`src/rtl/ws2812_pkg.sv`:
```
// rtl/ws2812_pkg.sv - shared GRB colours, FSM encoding and matrix geometry for the WS2812 bar driver
package ws2812_pkg;

  localparam int LED_COLS = 8;
  localparam int LED_ROWS = 8;

  localparam logic [23:0] COL_OFF    = 24'h000000;
  localparam logic [23:0] COL_GREEN  = 24'h200000;
  localparam logic [23:0] COL_YELLOW = 24'h202000;
  localparam logic [23:0] COL_RED    = 24'h002000;
  localparam logic [23:0] COL_PEAK   = 24'h202020;

  typedef enum logic [1:0] {
    LOAD = 2'd0,
    SEND = 2'd1,
    GAP  = 2'd2
  } fsm_t;

  // Bottom three rows green, middle three yellow, top two red.
  function automatic logic [23:0] row_colour(input logic [2:0] row);
    if (row < 3'd3)      return COL_GREEN;
    else if (row < 3'd6) return COL_YELLOW;
    else                 return COL_RED;
  endfunction

  function automatic logic [2:0] hi_row(input logic [7:0] bars);
    logic [2:0] hi;
    hi = 3'd0;
    for (int i = 0; i < 8; i++) begin
      if (bars[i]) hi = 3'(i);
    end
    return hi;
  endfunction

endpackage

```
`src/rtl/ws2812_bit_tx.sv`:
```
// rtl/ws2812_bit_tx.sv - serialises one 24-bit GRB pixel MSB first with WS2812 NRZ bit timing
module ws2812_bit_tx #(
  parameter int T0H  = 20,
  parameter int T1H  = 40,
  parameter int TBIT = 63
) (
  input  logic        clk,
  input  logic        rst,
  input  logic [23:0] pixel,
  input  logic        load,
  output logic        dout,
  output logic        pixel_done
);

  localparam int CW = $clog2(TBIT);
  localparam logic [CW-1:0] CNT_LAST = CW'(TBIT - 1);
  localparam logic [CW-1:0] HI0      = CW'(T0H);
  localparam logic [CW-1:0] HI1      = CW'(T1H);

  logic [23:0]   sr_q, sr_d;
  logic [CW-1:0] cnt_q, cnt_d;
  logic [4:0]    idx_q, idx_d;
  logic          act_q, act_d;
  logic          bit_end;

  always_ff @(posedge clk or posedge rst) begin
    if (rst) begin
      sr_q  <= '0;
      cnt_q <= '0;
      idx_q <= '0;
      act_q <= 1'b0;
    end else begin
      sr_q  <= sr_d;
      cnt_q <= cnt_d;
      idx_q <= idx_d;
      act_q <= act_d;
    end
  end

  always_comb begin
    sr_d       = sr_q;
    cnt_d      = cnt_q;
    idx_d      = idx_q;
    act_d      = act_q;
    bit_end    = act_q && (cnt_q == CNT_LAST);
    pixel_done = bit_end && (idx_q == 5'd23);
    if (bit_end) begin
      cnt_d = '0;
      sr_d  = {sr_q[22:0], 1'b0};
      idx_d = idx_q + 5'd1;
      if (pixel_done) begin
        idx_d = '0;
        act_d = 1'b0;
      end
    end else if (act_q) begin
      cnt_d = cnt_q + CW'(1);
    end
    // A load on the final cycle of a pixel chains straight into the next one.
    if (load) begin
      sr_d  = pixel;
      cnt_d = '0;
      idx_d = '0;
      act_d = 1'b1;
    end
    dout = act_q && (cnt_q < (sr_q[23] ? HI1 : HI0));
  end

endmodule

```
`src/rtl/ws2812_bar_drv.sv`:
```
// rtl/ws2812_bar_drv.sv - renders 8 thermometer bars onto an 8x8 WS2812 matrix, frame after frame
// Optional peak-hold markers are enabled by defining WS2812_BAR_PEAK_HOLD_EN.
module ws2812_bar_drv
  import ws2812_pkg::*;
#(
  parameter int T0H               = 20,
  parameter int T1H               = 40,
  parameter int TBIT              = 63,
  parameter int TRST              = 15000,
  parameter int SERPENTINE        = 1,
  parameter int PEAK_DECAY_FRAMES = 4
) (
  input  logic                                   clk,
  input  logic                                   rst,
  input  logic [LED_COLS-1:0][LED_ROWS-1:0]      bar_data,
  input  logic                                   bar_valid,
  output logic                                   ws2812_dout,
  output logic                                   frame_busy,
  output logic                                   frame_done
);

  localparam int GW = $clog2(TRST + 1);
  localparam logic [GW-1:0] GAP_LAST = GW'(TRST - 1);

  fsm_t                               state_q, state_d;
  logic [GW-1:0]                      gap_q, gap_d;
  logic [5:0]                         pix_q, pix_d;
  logic [LED_COLS-1:0][LED_ROWS-1:0]  pend_q, pend_d;
  logic [LED_COLS-1:0][LED_ROWS-1:0]  act_q, act_d;
  logic                               pflag_q, pflag_d;

  logic [5:0]  load_idx;
  logic [2:0]  col, row;
  logic        tx_load, tx_done;
  logic [23:0] tx_pixel;

  always_ff @(posedge clk or posedge rst) begin
    if (rst) begin
      state_q <= GAP;
      gap_q   <= '0;
      pix_q   <= '0;
      pend_q  <= '0;
      act_q   <= '0;
      pflag_q <= 1'b0;
    end else begin
      state_q <= state_d;
      gap_q   <= gap_d;
      pix_q   <= pix_d;
      pend_q  <= pend_d;
      act_q   <= act_d;
      pflag_q <= pflag_d;
    end
  end

  always_comb begin
    state_d  = state_q;
    gap_d    = gap_q;
    pix_d    = pix_q;
    pend_d   = pend_q;
    act_d    = act_q;
    pflag_d  = pflag_q;
    tx_load  = 1'b0;
    load_idx = pix_q + 6'd1;
    case (state_q)
      GAP: begin
        if (gap_q == GAP_LAST) begin
          gap_d   = '0;
          state_d = LOAD;
        end else begin
          gap_d = gap_q + GW'(1);
        end
      end
      LOAD: begin
        if (pflag_q) begin
          act_d   = pend_q;
          pflag_d = 1'b0;
        end
        pix_d    = '0;
        load_idx = '0;
        tx_load  = 1'b1;
        state_d  = SEND;
      end
      SEND: begin
        if (tx_done) begin
          if (pix_q == 6'd63) begin
            state_d = GAP;
          end else begin
            pix_d   = pix_q + 6'd1;
            tx_load = 1'b1;
          end
        end
      end
      default: state_d = GAP;
    endcase
    // Placed last so a snapshot arriving during LOAD wins over the clear and waits a frame.
    if (bar_valid) begin
      pend_d  = bar_data;
      pflag_d = 1'b1;
    end
  end

`ifdef WS2812_BAR_PEAK_HOLD_EN
  localparam int FW = $clog2(PEAK_DECAY_FRAMES + 1);

  logic [LED_COLS-1:0][2:0] peak_q, peak_d;
  logic [FW-1:0]            fcnt_q, fcnt_d;

  always_ff @(posedge clk or posedge rst) begin
    if (rst) begin
      peak_q <= '0;
      fcnt_q <= '0;
    end else begin
      peak_q <= peak_d;
      fcnt_q <= fcnt_d;
    end
  end

  always_comb begin : peak_upd
    logic       decay;
    logic [2:0] dec, hi;
    peak_d = peak_q;
    fcnt_d = fcnt_q;
    decay  = (fcnt_q == FW'(PEAK_DECAY_FRAMES - 1));
    dec    = '0;
    hi     = '0;
    if (state_q == LOAD) begin
      fcnt_d = decay ? '0 : fcnt_q + FW'(1);
      for (int c = 0; c < LED_COLS; c++) begin
        dec = (decay && peak_q[c] != 3'd0) ? peak_q[c] - 3'd1 : peak_q[c];
        hi  = hi_row(act_d[c]);
        peak_d[c] = (hi > dec) ? hi : dec;
      end
    end
  end
`else
  logic [31:0] unused_peak_cfg;
  assign unused_peak_cfg = 32'(PEAK_DECAY_FRAMES);
`endif

  // Colour uses act_d so pixel 0 loaded during LOAD already sees the fresh snapshot.
  always_comb begin
    col      = load_idx[5:3];
    row      = ((SERPENTINE != 0) && col[0]) ? ~load_idx[2:0] : load_idx[2:0];
    tx_pixel = COL_OFF;
    if (act_d[col][row]) begin
      tx_pixel = row_colour(row);
    end
`ifdef WS2812_BAR_PEAK_HOLD_EN
    else if (peak_d[col] != 3'd0 && peak_d[col] == row) begin
      tx_pixel = COL_PEAK;
    end
`endif
  end

  ws2812_bit_tx #(
    .T0H  (T0H),
    .T1H  (T1H),
    .TBIT (TBIT)
  ) u_bit_tx (
    .clk        (clk),
    .rst        (rst),
    .pixel      (tx_pixel),
    .load       (tx_load),
    .dout       (ws2812_dout),
    .pixel_done (tx_done)
  );

  assign frame_busy = (state_q == SEND);
  assign frame_done = (state_q == GAP) && (gap_q == GAP_LAST);

endmodule

```
`config.mk`:
```
export PLATFORM = sky130hd
export DESIGN_NAME = ws2812_bar_drv
export DESIGN_NICKNAME = d
export VERILOG_FILES = /design/src/rtl/ws2812_pkg.sv /design/src/rtl/ws2812_bit_tx.sv /design/src/rtl/ws2812_bar_drv.sv
export SDC_FILE = /design/constraint.sdc
export NUM_CORES = 1
export LEC_CHECK = 0
export ABC_CLOCK_PERIOD_IN_PS = 6800
export BUFFER_PORTS_ARGS = -buffer_cell sky130_fd_sc_hd__buf_2
export CORE_MARGIN = 4
export CORE_UTILIZATION = 60
export DETAILED_ROUTE_END_ITERATION = 12
export GPL_TIMING_DRIVEN = 0
export PLACE_DENSITY = 0.92
export SYNTH_ARGS = -nofsm -noshare
export SYNTH_HDL_FRONTEND = slang
export SYNTH_SLANG_ARGS = --single-unit
```
`constraint.sdc`:
```
create_clock -name clk -period 6.8 [get_ports clk]
set_clock_uncertainty 0.1 [all_clocks]
set_input_delay 0.68 -clock clk [delete_from_list [all_inputs] [get_ports clk]]
set_output_delay 0.68 -clock clk [all_outputs]
set_load 0.02 [all_outputs]
```
### Yosys cells after proc, flatten, opt, wreduce, memory -nomap -nowiden

Index checks and enable logic that the tools add are counted.

* bits of input ports: 67
* bits in read-only memories: 0
* output and inout bits: 3
* memories kept: 0
* logic and storage cells: 93
* bits in latches: 0
* RAM bits: 0
* flip-flop bits (word level): 187

* multipliers: 0
* mux-type cells: 36
* divide/modulo/power cells: 0
* $lt $le $gt $ge: 5
* add/subtract/negate cells: 4
* reduce and logical (&&, ||, !) cells: 13
* bitwise operators: 1
* eq/ne operators: 10
* shifts and indexed selects: 0

Operators with widths (count)
* two-way mux 64 bit: 2
* two-way mux 24 bit: 3
* two-way mux 22 bit: 2
* two-way mux 6 bit: 7
* binary-select mux 8 bit (select 3 bit): 1
* two-way mux 5 bit: 3
* adder 14 x 1 -> 14 bit, second input constant: 1
* equality test 14 bit, second input constant: 1
* two-way mux 14 bit: 1
* adder 6 x 1 -> 6 bit, second input constant: 2
* equality test 6 bit, second input constant: 2
* case mux 6 bit (2 select lines): 1
* < comparator 3 x 4 -> 1 bit, second input constant: 2
* two-way mux 1 bit: 8
* two-way mux 8 bit: 1
* nonzero test 2 bit: 4
* < comparator 6 bit: 1
* two-way mux 2 bit: 3
* != test 2 x 1 -> 1 bit, second input constant: 3
* case mux 2 bit (3 select lines): 1
* AND reduction 3 bit: 2
* adder 5 x 1 -> 5 bit, second input constant: 1
* equality test 5 bit, second input constant: 1
* logical AND 1 bit: 4
* other kinds (12): 12

### Logic depth before layout (Yosys ltp)

Gate-level depths: netlist (run 1).

* word-level depth: 9
* depth in mapped cells: 11
* gate-level depth less buffers: 10

### By module

Synthesis (run 1) repeated with hierarchy kept, for this count alone.

* cell total of the unflattened synthesis: 811
* area, all modules: 8778.4 um^2

Modules (own cells, without submodules)
* ws2812_bar_drv: seq. area each 3779.9 um^2, area each 6777.8 um^2, instances 1, cells an instance 577
* ws2812_bit_tx: seq. area each 900.9 um^2, area each 2000.7 um^2, instances 1, cells an instance 234

### Worst setup path after synthesis (run 1)

No wires, ideal clock.

* kind: flip-flop to flip-flop
* from: register pix_q[0]
* to: register u_bit_tx.sr_q[13]
* data required time: 6.605 ns
* period minus slack after synthesis: 2.526 ns
* data arrival time: 2.331 ns
* setup time: 0.095 ns
* buffers on the path: 1
* setup slack: 4.274 ns
* cell stages (with the launch flop): 11
* path through: dfrtp_1 -> ha_1 -> and3_1 -> buf_2 -> mux2_2 -> mux2i_1 -> a32oi_1 -> a22oi_1 -> o311ai_1 -> o21ai_1 -> o31ai_1

* longest elaborated chain between the ends: 8
* elaborated cells between the ends (all ways): 17
* classes of those cells: add/sub (1); order compare (1); eq/ne (1); mux (12); bitwise (1); reduce/logical (1)

RTL lines
* from (decl): RTL line ws2812_bar_drv.sv:27 `logic [5:0] pix_q, pix_d;`
* from (signal assigned): RTL line ws2812_bar_drv.sv:48 `pix_q <= pix_d;`
* adder 6 x 1 -> 6 bit: RTL line ws2812_bar_drv.sv:63 `load_idx = pix_q + 6'd1;`
* two-way mux 6 bit: RTL line ws2812_bar_drv.sv:64 `case (state_q)`
* binary-select mux 8 bit (select 3 bit) or NOT 3 bit (tied branches): RTL line ws2812_bar_drv.sv:145, ws2812_bar_drv.sv:143
* two-way mux 8 bit (implied by the code) or two-way mux 3 bit (tied branches): RTL line ws2812_bar_drv.sv:145, ws2812_bar_drv.sv:143
* binary-select mux 1 bit (select 3 bit) or < comparator 3 x 2 -> 1 bit (tied branches): RTL line ws2812_bar_drv.sv:145, ws2812_pkg.sv:21
* two-way mux 1 bit (implied by the code) or two-way mux 22 bit (tied branches): RTL line ws2812_bar_drv.sv:145, ws2812_pkg.sv:21
* two-way mux 24 bit: RTL line ws2812_bar_drv.sv:145 `if (act_d[col][row]) begin`
* two-way mux 24 bit: RTL line ws2812_bit_tx.sv:59 `if (load) begin`
* to (signal assigned): RTL line ws2812_bit_tx.sv:33 `sr_q <= sr_d;`
* to (decl): RTL line ws2812_bit_tx.sv:20 `logic [23:0] sr_q, sr_d;`

Several ways; a longest one is shown, not always the timed one. The select of a mux whose other input is x is not followed.
A chain may end at the register's enable or synchronous reset.

### Worst setup path after layout (run 1)

Same ends and word-level chain as after synthesis.

==> impl_metrics.yaml, run 1 <==
drt:
  drt-total-wl_mm: 18.2
  antenna_left: 0
  dr.first_iter.drc_count: 675
  drc: 0
  first_pass_iters: 6
  via_per_inst: 5.87
  wl_per_cell_um: 17.6
  vias: 6066
placed_design:
  post-dp-hpwl_mm: 12.7
  dp_slack_ns: 3.68
  place_inst: 1002
  place.gp.congestion: 0.987
  io_buffers: 68
  placed_area_um2: 8600
clock_tree:
  htree_levels: 4
  cts_hold_buffers: 0
  cts_buffer_depth: 2
  cts_tree: "yes"
  post_cts_resize_count: 0
  clk_pin_slew_ns: 0.07
  cts_sinks: 174
  clkLatencyLatePin_ns: 0.43
  numCtsBuffers: 17
  cts-root-buf: "clkbuf_16"
  post-cts-setup-buffer-count: 0
synth:
  synth-edff-count: 0
  yosys.cell_types.count: 68
  syn-cell-area_um2: 8010
  synthesis.nets: 836
  syn_area_per_cell_um2: 10.5
  ys.flop_type: "dfrtp_1"
  yosysSeqAreaShare_pct: 54.4
  postSynth.asyncResetShare_pct: 100
  ys_ff_latch: 174
  ys.warnings.count: 0
  syn_inst: 761
critical_path:
  cp-end-kind: "flop"
  path_class: "flop to flop"
  crit_arrival_ns: 3.49
  worst_setup_path_start_kind: "flop"
  cp.required_ns: 7.04
  crit_fanout: 10
floorplan:
  fp.dieArea_um2: 15300
  ios: 70
  die_h_um: 124
  coreArea_um2: 12800
  start_util_pct: 62.4
  fp-row-count: 41
  die_width_um: 124
global_route:
  grt_start_max_net_pins: 100
  grt_util_all_layers_pct: 25.7
  antenna_found_initial: 0
  overflow: 0
  grt_pass1_vias: 6032
  grt_pass1_wl_mm: 30.1
timing:
  slew_headroom_pct: 50.7
  min_period_ns: 3.25
  hold_violations: 0
  drv_slew: 0
  fmax_mhz: 308
  setup-violations-final: 0
  hold_ws_ns: 0.202
  tightestPinTransition_ns: 0.739
  finalWorstSetupSlack_ns: 3.55
  period_share_pct: 47.8
  grt_setup_unrepaired: "no"
cells_and_area:
  instances_no_fill: 1034
  drive_above_1_share_pct: 24.7
  layout_common_cells: "nand2_1 (194), dfrtp_1 (173), mux2_2 (80)"
  fin_nets: 924
  n_fill_cell: 922
  diodes: 0
  syn2layout_area_growth_pct: 14.2
  layout_commonest_cell: "nand2_1"
  final_cell_area_um2: 9140
power:
  irDropWorstVdd_uv: 206
  p_leak_uw: 0.00434
  power.density_nw_per_um2: 234
run_status:
  status: "finished clean"
flow_run:
  cap_viol_max_count: 0
min_path:
  hold_class: "input pin to async pin"
synth_stat cells (all sizes together), types with 3 or more instances:
cell	n	area, µm²
nand3	18	95.1
and3	7	43.8
o21ai	21	105
and2	4	25.0
nor4	5	31.3
or2	3	18.8
a211o	3	26.3
o2111ai	3	26.3
nand4	8	50.1
a31oi	4	25.0
xor2	11	96.3
buf	21	136
mux2i	13	143
a21o	3	22.5
inv	7	26.3
o21a	6	45.0
o31ai	6	45.0
ha	8	100
nor3	12	60.1
mux2	85	968
nor2	43	164
nand2b	4	25.0
nand2	194	728
a211oi	4	30.0
a21oi	26	134
xnor2	13	114
clkbuf	23	86.3
dfrtp	173	4330
flip-flops by register name, indices dropped and copies added (netlist names):
name and count:
act_q 64, gap_q 14, pend_q 64, pflag_q 1, pix_q 6, state_q 2
u_bit_tx.act_q 1, u_bit_tx.cnt_q 6, u_bit_tx.idx_q 5, u_bit_tx.sr_q 11
metrics by stage:
step | TNS (ns) | total power [µW] | util, %
detailed placement | 0 | 1260 | 67.0
floorplan | 0 | 1210 | -
global route | 0 | 2210 | 71.3
global placement | -71.36 | 1250 | 66.8
CTS | 0 | 2140 | 71.3
finish | 0 | 2140 | 71.3
worst paths after layout:
kind | from | to | slack, ns | cells past startpoint
worst max-delay path | pix_q[0] | u_bit_tx.sr_q[13] | 3.55 | 11
max in group asynchronous | rst | act_q[41] | 5.56 | 3
worst min register to register | pend_q[20] | act_q[20] | 0.36 | 2
min in group clk | pend_q[20] | act_q[20] | 0.36 | 2
worst max register to register | pix_q[0] | u_bit_tx.sr_q[13] | 3.55 | 11
worst min-delay path | rst | pend_q[47] | 0.20 | 2
final cells by class:
type | count | area, µm² | share of cell area [%]
clock inverter | 13 | 110 | 1.20
inverter | 7 | 33.8 | 0.370
timing repair buffer | 69 | 368 | 4.02
tap | 172 | 215 | 2.35
sequential | 174 | 4360 | 47.6
clock buffer | 19 | 433 | 4.74
buffer | 44 | 223 | 2.44
multi-input combinational | 536 | 3400 | 37.2
kinds of logic (layout without fill, tap and decap cells):
logic type / count (synthesis) / count (layout) / synth area share [%]
flops: 174 / 174 / 54.4
simple gates: 310 / 310 / 16.8
mux: 98 / 98 / 13.9
xor+xnor: 24 / 24 / 2.62
compound gates: 96 / 96 / 7.98
buf+inv: 51 / 152 / 3.11
fa+ha+maj: 8 / 8 / 1.25
per-layer routing:
metal	share of wire, %	global-route usage (%)	vias up
li1	-	-	2778
met1	41	34.3	2989
met2	49	40.9	248
met3	7.1	5.35	51
met4	2.7	11.1	0
met5	0	0	-
report_power, final:
part	leakage [µW]	switching (µW)	internal (µW)	total (µW)
clock	0.000261	421	476	897
sequential	0.00222	32.2	1090	1120
combinational	0.00186	57.6	61.2	119
total	0.00434	511	1620	2140
critical path: stages (launching register included):
cell and delay [ns]:
dfrtp_1 0.50, ha_1 0.34, and3_1 0.19, buf_2 0.18, mux2i_1 0.41, buf_2 0.30, o21ai_0 0.15, o32ai_1 0.14
a221oi_1 0.13, a311oi_1 0.32, o21ai_1 0.21, o31ai_1 0.22
No activity file was read; power rests on OpenSTA's default activity.
==> run 2, diff against run 1 <==
Settings changed: ABC_CLOCK_PERIOD_IN_PS 6800 to 3350.
Clock period 6.8 ns to 3.35 ns, I/O delays scaled along.
==> impl_metrics.yaml, run 2 (synthesized netlist as in run 1, its figures left out) <==
run_status:
  status: "finished clean"
cells_and_area:
  reg_top3: "act_q: 64 flops, pend_q: 64 flops, gap_q: 14 flops"
  syn2layout_area_growth_pct: 15.3
  fin_util_pct: 72.0
  multi_input_area_um2: 3410
  layout_commonest_cell: "nand2_1"
  drive_above_1_share_pct: 25.3
  diodes: 0
  fin_nets: 928
  layout_common_cells: "nand2_1 (194), dfrtp_1 (173), mux2_2 (80)"
  n_fill_cell: 923
  regArea_um2: 4360
  final_cell_area_um2: 9230
power:
  power_frac_seq_pct: 51.2
  p_comb_share_pct: 5.6
  power.density_nw_per_um2: 481
  p_total_uw: 4440
  swShare_pct: 23.5
  clock_power_share_pct: 43.2
  intPower_uw: 3390
  p_switching_uw: 1040
  irDropWorstVdd_uv: 492
  p_leak_uw: 0.00438
placed_design:
  place.gp.congestion: 0.954
  io_buffers: 68
  post-dp-hpwl_mm: 13.2
  placed_area_um2: 8650
clock_tree:
  htree_levels: 4
  cts_tree: "yes"
  cts-root-buf: "clkbuf_16"
  cts_sinks: 174
  clkLatencyLatePin_ns: 0.43
  cts_buffer_depth: 2
  numCtsBuffers: 17
  clk_pin_slew_ns: 0.07
timing:
  grt_setup_unrepaired: "no"
  period_share_pct: 96.2
  slew_headroom_pct: 44.7
  fmax_mhz: 310
  tightestPinTransition_ns: 0.828
  min_period_ns: 3.22
  hold_violations: 0
  drv_slew: 0
  setup-violations-final: 0
  fin_setup_tns_ns: 0
drt:
  vias: 6079
  drc: 0
  antenna_left: 0
  drt-total-wl_mm: 18.5
  wl_per_cell_um: 17.8
  first_pass_iters: 6
  via_per_inst: 5.86
  dr.first_iter.drc_count: 546
global_route:
  grt_pass1_vias: 6145
  grt_start_max_net_pins: 39
  overflow: 0
  grt_pass1_wl_mm: 31.1
  grt_util_all_layers_pct: 26.8
  antenna_found_initial: 0
critical_path:
  path_class: "flop to flop"
  cp.required_ns: 3.59
  cpMostUsedCell: "buf_2"
  crit_arrival_ns: 3.46
  crit_chain: "ha_1 -> and3_1 -> buf_2 -> mux2i_2 -> buf_2 -> o21ai_0 -> o32ai_1 -> a221oi_1 -> a311oi_1 -> o21ai_1 -> o31ai_1"
  crit_slowest_cell: "dfrtp_1"
  worst_setup_path_start_kind: "flop"
  cp-end-kind: "flop"
  crit_fanout: 10
  max_stage_delay_ns: 0.50
  cp_top_family: "compound AO/OA/AOI/OAI gates"
  cp_num_buf_inv: 2
floorplan:
  die_h_um: 124
  die_width_um: 124
  fp.dieArea_um2: 15300
  fp-row-count: 41
  ios: 70
  coreArea_um2: 12800
  start_util_pct: 62.4
flow_run:
  cap_viol_max_count: 0
min_path:
  hold_class: "input pin to flop"
-- run 2: per-stage QoR --
step	hold slack [ns]	cells	setup slack [ns]
finish	0.0277	1038	0.129
floorplan	0.335	761	0.691
detailed placement	0.355	1005	0.289
global placement	0.347	1001	-0.275
CTS	0.0160	1038	0.263
global route	0.0248	1038	0.0300
-- run 2: repair_timing --
| action | 4_1_cts | 5_1_grt |
|---|---|---|
| resized for setup | 0 | 1 |
| setup endpoints to repair | 0 | 1 |
| endpoints found under the hold margin | 36 | 0 |
| buffers inserted | 0 | 0 |
| hold buffers | 1 | 0 |
-- run 2: area by class of cell --
class	instances	share of cell area, %
inverters	7	0.325
clock buffers	18	4.76
repair buffers	73	4.66
flip-flops and latches	174	47.2
clock inverters	14	1.45
multi-input cells	536	36.9
plain buffers	44	2.41
well taps	172	2.33
-- run 2: final timing paths --
kind	cells after the start	endpoint	slack [ns]	from
min reg2reg	2	act_q[57]	0.37	pend_q[57]
max	11	u_bit_tx.sr_q[13]	0.13	pix_q[0]
max reg2reg	11	u_bit_tx.sr_q[13]	0.13	pix_q[0]
min	2	pend_q[5]	0.03	bar_data[5]
min in group asynchronous	3	act_q[27]	0.51	rst
max in group asynchronous	5	state_q[1]	1.67	rst
-- run 2: power by group through the flow --
stage	Sequential, µW	Clock, µW	Combinational (µW)
2_1_floorplan	2280	0	163
3_3_place_gp	2300	0	227
3_5_place_dp	2310	0	250
4_1_cts	2270	1930	254
5_1_grt	2280	2020	281
6_report	2270	1920	249
-- run 2: routing by layer --
layer / track usage [%] / part of all wire (%) / routed length (µm) / up-vias
met5: 0 / 0 / 0 / -
met4: 9.83 / 3.0 / 548 / 0
met3: 6.77 / 7.2 / 1330 / 53
met2: 43.9 / 49 / 8980 / 253
met1: 34.7 / 41 / 7630 / 2979
li1: - / - / - / 2794
==> run 3, diff against run 2 <==
Settings changed: CORE_MARGIN 4 to 5.
==> impl_metrics.yaml, run 3 (synthesized netlist as in run 1, its figures left out) <==
flow_run:
  cap_viol_max_count: 0
cells_and_area:
  instances_no_fill: 1041
  syn2layout_area_growth_pct: 15.2
  reg_top3: "act_q: 64 flops, pend_q: 64 flops, gap_q: 14 flops"
  fin_nets: 928
  drive_above_1_share_pct: 25.1
  multi_input_area_um2: 3410
  fin_util_pct: 69.9
  final_cell_area_um2: 9220
  layout_common_cells: "nand2_1 (194), dfrtp_1 (172), mux2_2 (80)"
  regArea_um2: 4360
  layout_commonest_cell: "nand2_1"
  n_fill_cell: 915
  diodes: 0
drt:
  wl_per_cell_um: 18.3
  antenna_left: 0
  via_per_inst: 5.89
  drc: 0
  drt-total-wl_mm: 19.0
  vias: 6131
  dr.first_iter.drc_count: 538
  first_pass_iters: 5
power:
  clock_power_share_pct: 42.9
  p_switching_uw: 1030
  power.density_nw_per_um2: 479
  p_leak_uw: 0.00436
  intPower_uw: 3390
  irDropWorstVdd_uv: 418
  power_frac_seq_pct: 51.4
  swShare_pct: 23.4
  p_comb_share_pct: 5.7
floorplan:
  fp.dieArea_um2: 15800
  fp-row-count: 42
  coreArea_um2: 13200
  ios: 70
  die_h_um: 126
  start_util_pct: 60.7
  die_width_um: 126
clock_tree:
  numCtsBuffers: 17
  cts_tree: "yes"
  htree_levels: 4
  cts-root-buf: "clkbuf_16"
  cts_sinks: 174
  clk_pin_slew_ns: 0.07
  clkLatencyLatePin_ns: 0.43
  post-cts-setup-buffer-count: 0
  cts_buffer_depth: 2
placed_design:
  placed_area_um2: 8650
  place.gp.congestion: 0.979
  post-dp-hpwl_mm: 13.5
  place_inst: 1009
  io_buffers: 68
timing:
  slew_headroom_pct: 48.0
  period_share_pct: 91.9
  hold_violations: 0
  fin_setup_tns_ns: 0
  hold_ws_ns: 0.0314
  drv_slew: 0
  setup-violations-final: 0
  grt_setup_unrepaired: "no"
  tightestPinTransition_ns: 0.780
  fmax_mhz: 325
  min_period_ns: 3.08
global_route:
  grt_pass1_vias: 6265
  overflow: 0
  antenna_found_initial: 0
  grt_util_all_layers_pct: 25.0
  grt_pass1_wl_mm: 31.4
  grt_start_max_net_pins: 45
critical_path:
  worst_setup_path_start_kind: "flop"
  path_class: "flop to flop"
  cp.required_ns: 3.59
  cp-end-kind: "flop"
  crit_arrival_ns: 3.32
  crit_fanout: 10
run_status:
  status: "finished clean"
min_path:
  hold_class: "input pin to flop"
## run 3: cell count changes in the layout (fill, tap and decap cells not counted), sizes merged
cell,previous run,this run
clkinvlp,3,5
inv,11,10
clkinv,6,2
clkbuf,41,43
## run 3: worst paths after layout
check | from | to | slack [ns] | depth (start not counted)
worst max-delay path | pix_q[0] | u_bit_tx.sr_q[13] | 0.27 | 11
worst min-delay path | bar_data[27] | pend_q[27] | 0.03 | 2
worst max register to register | pix_q[0] | u_bit_tx.sr_q[13] | 0.27 | 11
worst min register to register | pend_q[25] | act_q[25] | 0.37 | 2
max in group asynchronous | rst | pend_q[55] | 1.69 | 6
min in group asynchronous | rst | u_bit_tx.sr_q[20] | 0.38 | 3
## run 3: metal layers
metal  track usage (%)  wire length [µm]  vias to the layer above  share of wire, %
li1                  -                 -                     2797                 -
met1              32.0              7780                     3019                41
met2              40.2              9220                      238                49
met3              5.37              1090                       77               5.7
met4              13.3               917                        0               4.8
met5                 0                 0                        -                 0
## run 3: power by group through the flow
stage | Combinational (µW) | Sequential, µW | Clock, µW
floorplan | 163 | 2280 | 0
global placement | 227 | 2300 | 0
detailed placement | 252 | 2310 | 0
CTS | 257 | 2270 | 1910
global route | 282 | 2280 | 2000
finish | 252 | 2270 | 1890
## run 3: per-stage QoR
step	total power (µW)	setup slack [ns]
detailed placement	2560	0.243
CTS	4440	0.214
global route	4570	0.0748
floorplan	2450	0.691
finish	4420	0.271
global placement	2530	-0.290
## run 3: timing repair
item | in CTS | in global routing
gates resized for setup | 0 | 2
setup endpoints to repair | 0 | 1
hold buffers | 1 | 0
hold endpoints to repair | 20 | 0
## run 3: worst max-delay path, cell delays in order, from the launching register on
cell and delay (ns):
dfrtp_2 0.45, ha_1 0.29, and3_1 0.18, buf_2 0.18, mux2i_2 0.36, buf_2 0.29, nand2_1 0.08, a21oi_1 0.20
a22oi_1 0.13, o311ai_1 0.30, o21ai_1 0.20, o31ai_1 0.24
## run 3: final cells by class
class | count | area share (%)
Timing Repair Buffer | 73 | 4.67
Inverter | 7 | 0.326
Clock buffer | 20 | 4.84
Sequential cell | 174 | 47.2
Buffer | 44 | 2.41
Multi-Input combinational cell | 536 | 36.9
Clock inverter | 11 | 1.18
Tap cell | 176 | 2.39
